[config.mk]
export PLATFORM = sky130hd
export DESIGN_NAME = instr_fetch
export DESIGN_NICKNAME = d
export VERILOG_FILES = /design/src/rtl/instr_fetch.sv
export SDC_FILE = /design/constraint.sdc
export NUM_CORES = 1
export LEC_CHECK = 0
export CAP_MARGIN = 20
export CORE_MARGIN = 2
export CORE_UTILIZATION = 30
export DETAILED_ROUTE_END_ITERATION = 8
export DONT_BUFFER_PORTS = 1
export PLACE_DENSITY = 0.51
export SETUP_SLACK_MARGIN = 0.15
export SLEW_MARGIN = 0
export SYNTH_ARGS = -nofsm -noshare
export SYNTH_HDL_FRONTEND = slang
export SYNTH_SLANG_ARGS = --single-unit
[constraint.sdc]
create_clock -name clk -period 1.75 [get_ports clk]
set_clock_uncertainty 0.1 [all_clocks]
set_input_delay 0.175 -clock clk [delete_from_list [all_inputs] [get_ports clk]]
set_output_delay 0.175 -clock clk [all_outputs]
set_load 0.05 [all_outputs]
[src/rtl/instr_fetch.sv]
// instr_fetch: reads the opcode byte at pc from program memory, reads the
// immediate byte at pc+1 when the decoder asks for one, and offers the
// instruction to the decoder/datapath. A flush abandons the instruction in
// flight. A memory request that has already been raised is always carried
// through to its ack; the data is discarded if a flush has intervened.
//
// Handshakes:
//   memory  : mem_req/mem_addr are held stable until mem_ack is seen high on
//             a rising edge; mem_ack may arrive in the same cycle mem_req rises.
//   consumer: the instruction transfers on a rising edge where instr_valid and
//             instr_ready are both high. instr_valid is forced low during a
//             flush cycle, so a flush always wins over a transfer. While
//             instr_valid is high and unaccepted, instr/imm/instr_pc do not move.
module instr_fetch #(
    parameter int WIDTH = 8
) (
    input  logic             clk,
    input  logic             rst,
    input  logic [WIDTH-1:0] pc,
    input  logic             rimm,
    input  logic             flush,
    output logic             mem_req,
    output logic [WIDTH-1:0] mem_addr,
    input  logic             mem_ack,
    input  logic [WIDTH-1:0] mem_rdata,
    output logic [WIDTH-1:0] instr,
    output logic [WIDTH-1:0] imm,
    output logic [WIDTH-1:0] instr_pc,
    output logic             instr_valid,
    input  logic             instr_ready,
    output logic [2:0]       state_dbg
);

    typedef enum logic [2:0] {
        S_OP    = 3'd0,
        S_DEC   = 3'd1,
        S_IMM   = 3'd2,
        S_ISSUE = 3'd3,
        S_DRAIN = 3'd4
    } state_t;

    state_t           state;
    logic [WIDTH-1:0] drain_addr;
    logic [WIDTH-1:0] imm_addr;

    // The immediate lives at the next address, wrapping at the top of memory.
    assign imm_addr  = instr_pc + WIDTH'(1);
    assign state_dbg = state;

    // Memory request decode; the request is held off while reset is asserted.
    always_comb begin
        mem_req  = 1'b0;
        mem_addr = pc;
        case (state)
            S_OP: begin
                mem_req  = rst;
                mem_addr = pc;
            end
            S_IMM: begin
                mem_req  = rst;
                mem_addr = imm_addr;
            end
            S_DRAIN: begin
                mem_req  = rst;
                mem_addr = drain_addr;
            end
            default: begin
                mem_req  = 1'b0;
                mem_addr = pc;
            end
        endcase
    end

    // Offer the instruction only when nothing is flushing it this cycle.
    always_comb begin
        instr_valid = (state == S_ISSUE) && !flush;
    end

    // Fetch sequencing: opcode, optional immediate, issue, and flush recovery.
    always_ff @(posedge clk or negedge rst) begin
        if (!rst) begin
            state      <= S_OP;
            instr      <= '0;
            imm        <= '0;
            instr_pc   <= '0;
            drain_addr <= '0;
        end else begin
            case (state)
                S_OP: begin
                    if (flush) begin
                        // The pending opcode read must still complete.
                        if (!mem_ack) begin
                            drain_addr <= pc;
                            state      <= S_DRAIN;
                        end else begin
                            state <= S_OP;
                        end
                    end else if (mem_ack) begin
                        instr    <= mem_rdata;
                        instr_pc <= pc;
                        state    <= S_DEC;
                    end
                end
                S_DEC: begin
                    if (flush) begin
                        state <= S_OP;
                    end else if (rimm) begin
                        state <= S_IMM;
                    end else begin
                        state <= S_ISSUE;
                    end
                end
                S_IMM: begin
                    if (flush) begin
                        if (!mem_ack) begin
                            drain_addr <= imm_addr;
                            state      <= S_DRAIN;
                        end else begin
                            state <= S_OP;
                        end
                    end else if (mem_ack) begin
                        imm   <= mem_rdata;
                        state <= S_ISSUE;
                    end
                end
                S_ISSUE: begin
                    if (flush) begin
                        state <= S_OP;
                    end else if (instr_ready) begin
                        state <= S_OP;
                    end
                end
                S_DRAIN: begin
                    // Read data returned here belongs to an abandoned fetch.
                    if (mem_ack) begin
                        state <= S_OP;
                    end
                end
                default: begin
                    state <= S_OP;
                end
            endcase
        end
    end

endmodule
==> flow_summary_export.csv <==
group,metric,value,unit
clocking,cts.sink_count,35,
synthesis,synth_edf_count,0,
final_layout,drive_gt1_share,57.8,%
sta,finalHoldViolCount,2,
drt,wl,5.89,mm
sta,clock.fmax,0.504,GHz
sta,setup_viol,10,
grt,grt.total_usage,18.3,%
floorplan,die_h,82.4,µm
placed_design,gp_congestion,0.829,
final_layout,final_cells,324,
floorplan,dieArea,6780,µm²
grt,grt_overflow_total,0,
power_and_ir_drop,leakagePower,1.36,nW
drt,first_pass_iters,4,
power_and_ir_drop,pwr-share-seq,42.9,%
power_and_ir_drop,p_comb_share,41.3,%
power_and_ir_drop,swShare,45.3,%
sta,hold_ws,-0.0641,ns
clocking,cts-htree-levels,2,
placed_design,hpwl,3.86,mm
synthesis,syn_inst,176,
synthesis,syn-cell-area,1840,µm²
final_layout,multiInputGateArea,1300,µm²
synthesis,synthSimpleGateAreaFrac,16.6,%
synthesis,yosysTopAreaCellShare,47.6,%
worst_setup_path,critPathArrivalTime,1.71,ns
clocking,cts.path.max_buffers,2,
final_layout,seqCellArea,890,µm²
clocking,path_clk_slew,0.08,ns
worst_setup_path,end_kind,"primary output",
grt,antenna_found_initial,0,
drt,via_per_inst,5.28,
placed_design,io_buffers,0,
clocking,cts_tree,"yes",
power_and_ir_drop,cellPowerDensity,1230,nW/µm²
final_layout,syn_to_final_growth,71.4,%
synthesis,ys_top_cells_by_area,"dfrtp_1 (48%), mux2_2 (15%), o21ai_0 (3.8%)",
power_and_ir_drop,clkPwrFrac,15.7,%
floorplan,coreArea,5920,µm²
final_layout,antenna_cells,0,
power_and_ir_drop,total_power,3.87,mW
synthesis,yosys-top-cells-count,"dfrtp_1 (35), mux2_2 (24), o21ai_0 (14)",
final_layout,fin_nets,271,
drt,vias,1712,
sta,setup_ws,-0.232,ns
floorplan,rows,28,
synthesis,synth_top_family_by_area,"simple AND/OR/NAND/NOR gates",
sta,rsz0062_at_grt,"true",
clocking,clk_latency,0.29,ns
drt,drc,0,
power_and_ir_drop,intPower,2.12,mW
power_and_ir_drop,switching_power,1.75,mW
clocking,cts_root_buf,"clkbuf_8",
final_layout,post-route-util,53.3,%
sta,tightest_slew,0.492,ns
synthesis,synth_cell_type_count,40,
worst_setup_path,worstPathRequired,1.47,ns
synthesis,synth_warnings,0,
drt,drt_iter0_markers,57,
sta,fin_crit_sh,113,%
floorplan,start_util,31.1,%
sta,relSlewSlack,67.2,%
grt,grt_start_max_net_pins,36,
worst_setup_path,crit_fanout,6,
worst_setup_path,start_kind,"register",
floorplan,ios,59,
clocking,cts_hold_buf,19,
grt,grt_pass1_vias,1898,
sta,period_needed,1.98,ns
synthesis,synth_fp_nets,199,
grt,grt_first_pass_wirelength,9.35,mm
synthesis,ys_ff_latch,35,
synthesis,ys.flop_type,"dfrtp_1",
drt,antenna_left,0,
flow_run,maxCapViolations,0,
drt,wire_per_inst,18.2,µm
min_path,hold_path.class,"in2reg",
synthesis,syn_avg_cell_area,10.5,µm²
sta,final_max_slew_viol_count,0,
synthesis,async_reset_ff_share,100,%
final_layout,fillers,518,
placed_design,dp.cells,277,
synthesis,synth_compound_area_share,15.2,%
power_and_ir_drop,ir_worst_vdd,874,µV
synthesis,yosysSeqAreaShare,47.6,%
status,outcome,"finished with violations",
clocking,cts_made_buffers,5,
synthesis,yosys-mux-area-fraction,15.2,%
synthesis,synthAdderAreaFrac,0.679,%
synthesis,synthXorXnorAreaFrac,1.43,%
worst_setup_path,worstSetupPathType,"reg2out",
synthesis,synth.most_common_cell,"dfrtp_1",
floorplan,die_x,82.4,µm
synthesis,yosysTopAreaCell,"dfrtp_1",
status,violations,"negative hold slack, negative setup slack",
## critical path: stages (launching register included)
cell and delay [ns]:
dfrtp_2 0.46, buf_6 0.15, a22o_1 0.21, a221oi_2 0.23, buf_4 0.16, o21ai_4 0.05
buf_12 0.15
## cells by family after synthesis
kind of cell,Yosys count
XOR/XNOR,3
flip-flops,35
buffers and inverters,11
adder cells (fa/ha/maj),1
multiplexers,25
AND/OR/NAND/NOR,55
AO/OA/AOI/OAI,46
## per-stage QoR
stage               worst slack, ns  instance area (µm²)  TNS (ns)
finish                       -0.232                 3160     -1.49
floorplan                   -0.0547                 2080    -0.129
detailed placement           0.0305                 2420         0
global placement             0.0306                 2420         0
CTS                          -0.246                 2980     -1.45
global route                 -0.312                 3160     -2.16
## layout make-up
class	instances	area share [%]
Tap cell	75	2.97
Inverter	2	0.396
Sequential cell	35	28.2
Clock inverter	1	0.159
Timing Repair Buffer	74	24.4
Multi-Input combinational cell	130	41.2
Clock buffer	7	2.73
## sequential cells by signal (all words and copies together) (netlist names)
| name | cells |
|---|---|
| drain_addr | 8 |
| imm | 8 |
| instr | 8 |
| instr_pc | 8 |
| state_dbg | 3 |
## layer usage
| metal | share of wire, % | vias up | GRT usage, % |
|---|---|---|---|
| met3 | 6.4 | 7 | 5.22 |
| met5 | 0 | - | 0 |
| met1 | 39 | 854 | 20.5 |
| met4 | 1.1 | 0 | 5.33 |
| met2 | 54 | 56 | 33.5 |
| li1 | - | 795 | - |
## power by group through the flow
stage	Clock (mW)	Sequential, mW	Combinational (mW)
after floorplan	0	1.81	0.709
after global placement	0	1.65	1.22
after detailed placement	0	1.66	1.24
after CTS	0.622	1.65	1.45
after global routing	0.656	1.69	1.70
final	0.610	1.66	1.60
## path summary, 6_finish.rpt
path,start,to,slack (ns),cells past startpoint
setup / recovery,state_dbg[1],mem_addr[4],-0.23,6
hold / removal,pc[4],drain_addr[4],-0.06,2
setup reg to reg,state_dbg[1],drain_addr[0],0.02,7
hold reg to reg,drain_addr[2],drain_addr[2],0.41,2
max in group asynchronous,rst,state_dbg[0],1.10,2
min in group asynchronous,rst,drain_addr[0],0.23,2
## placed cells by master (no fill, tap or decap), types with 6 or more instances in the layout
master | synthesis | layout
nor2_1 | 12 | 9
clkbuf_8 | 0 | 6
buf_6 | 2 | 13
buf_4 | 0 | 33
dfrtp_1 | 35 | 24
dlygate4sd3_1 | 0 | 18
o21ai_1 | 3 | 8
buf_12 | 0 | 9
nand2_1 | 11 | 10
dfrtp_2 | 0 | 11
mux2_4 | 0 | 22
## timing repair
action	CTS	global route
endpoints found under the setup margin	42	42
pin swaps	20	12
buffers inserted	16	4
gates resized for setup	39	35
endpoints found under the hold margin	69	2
(Power assumes the default switching activity.)
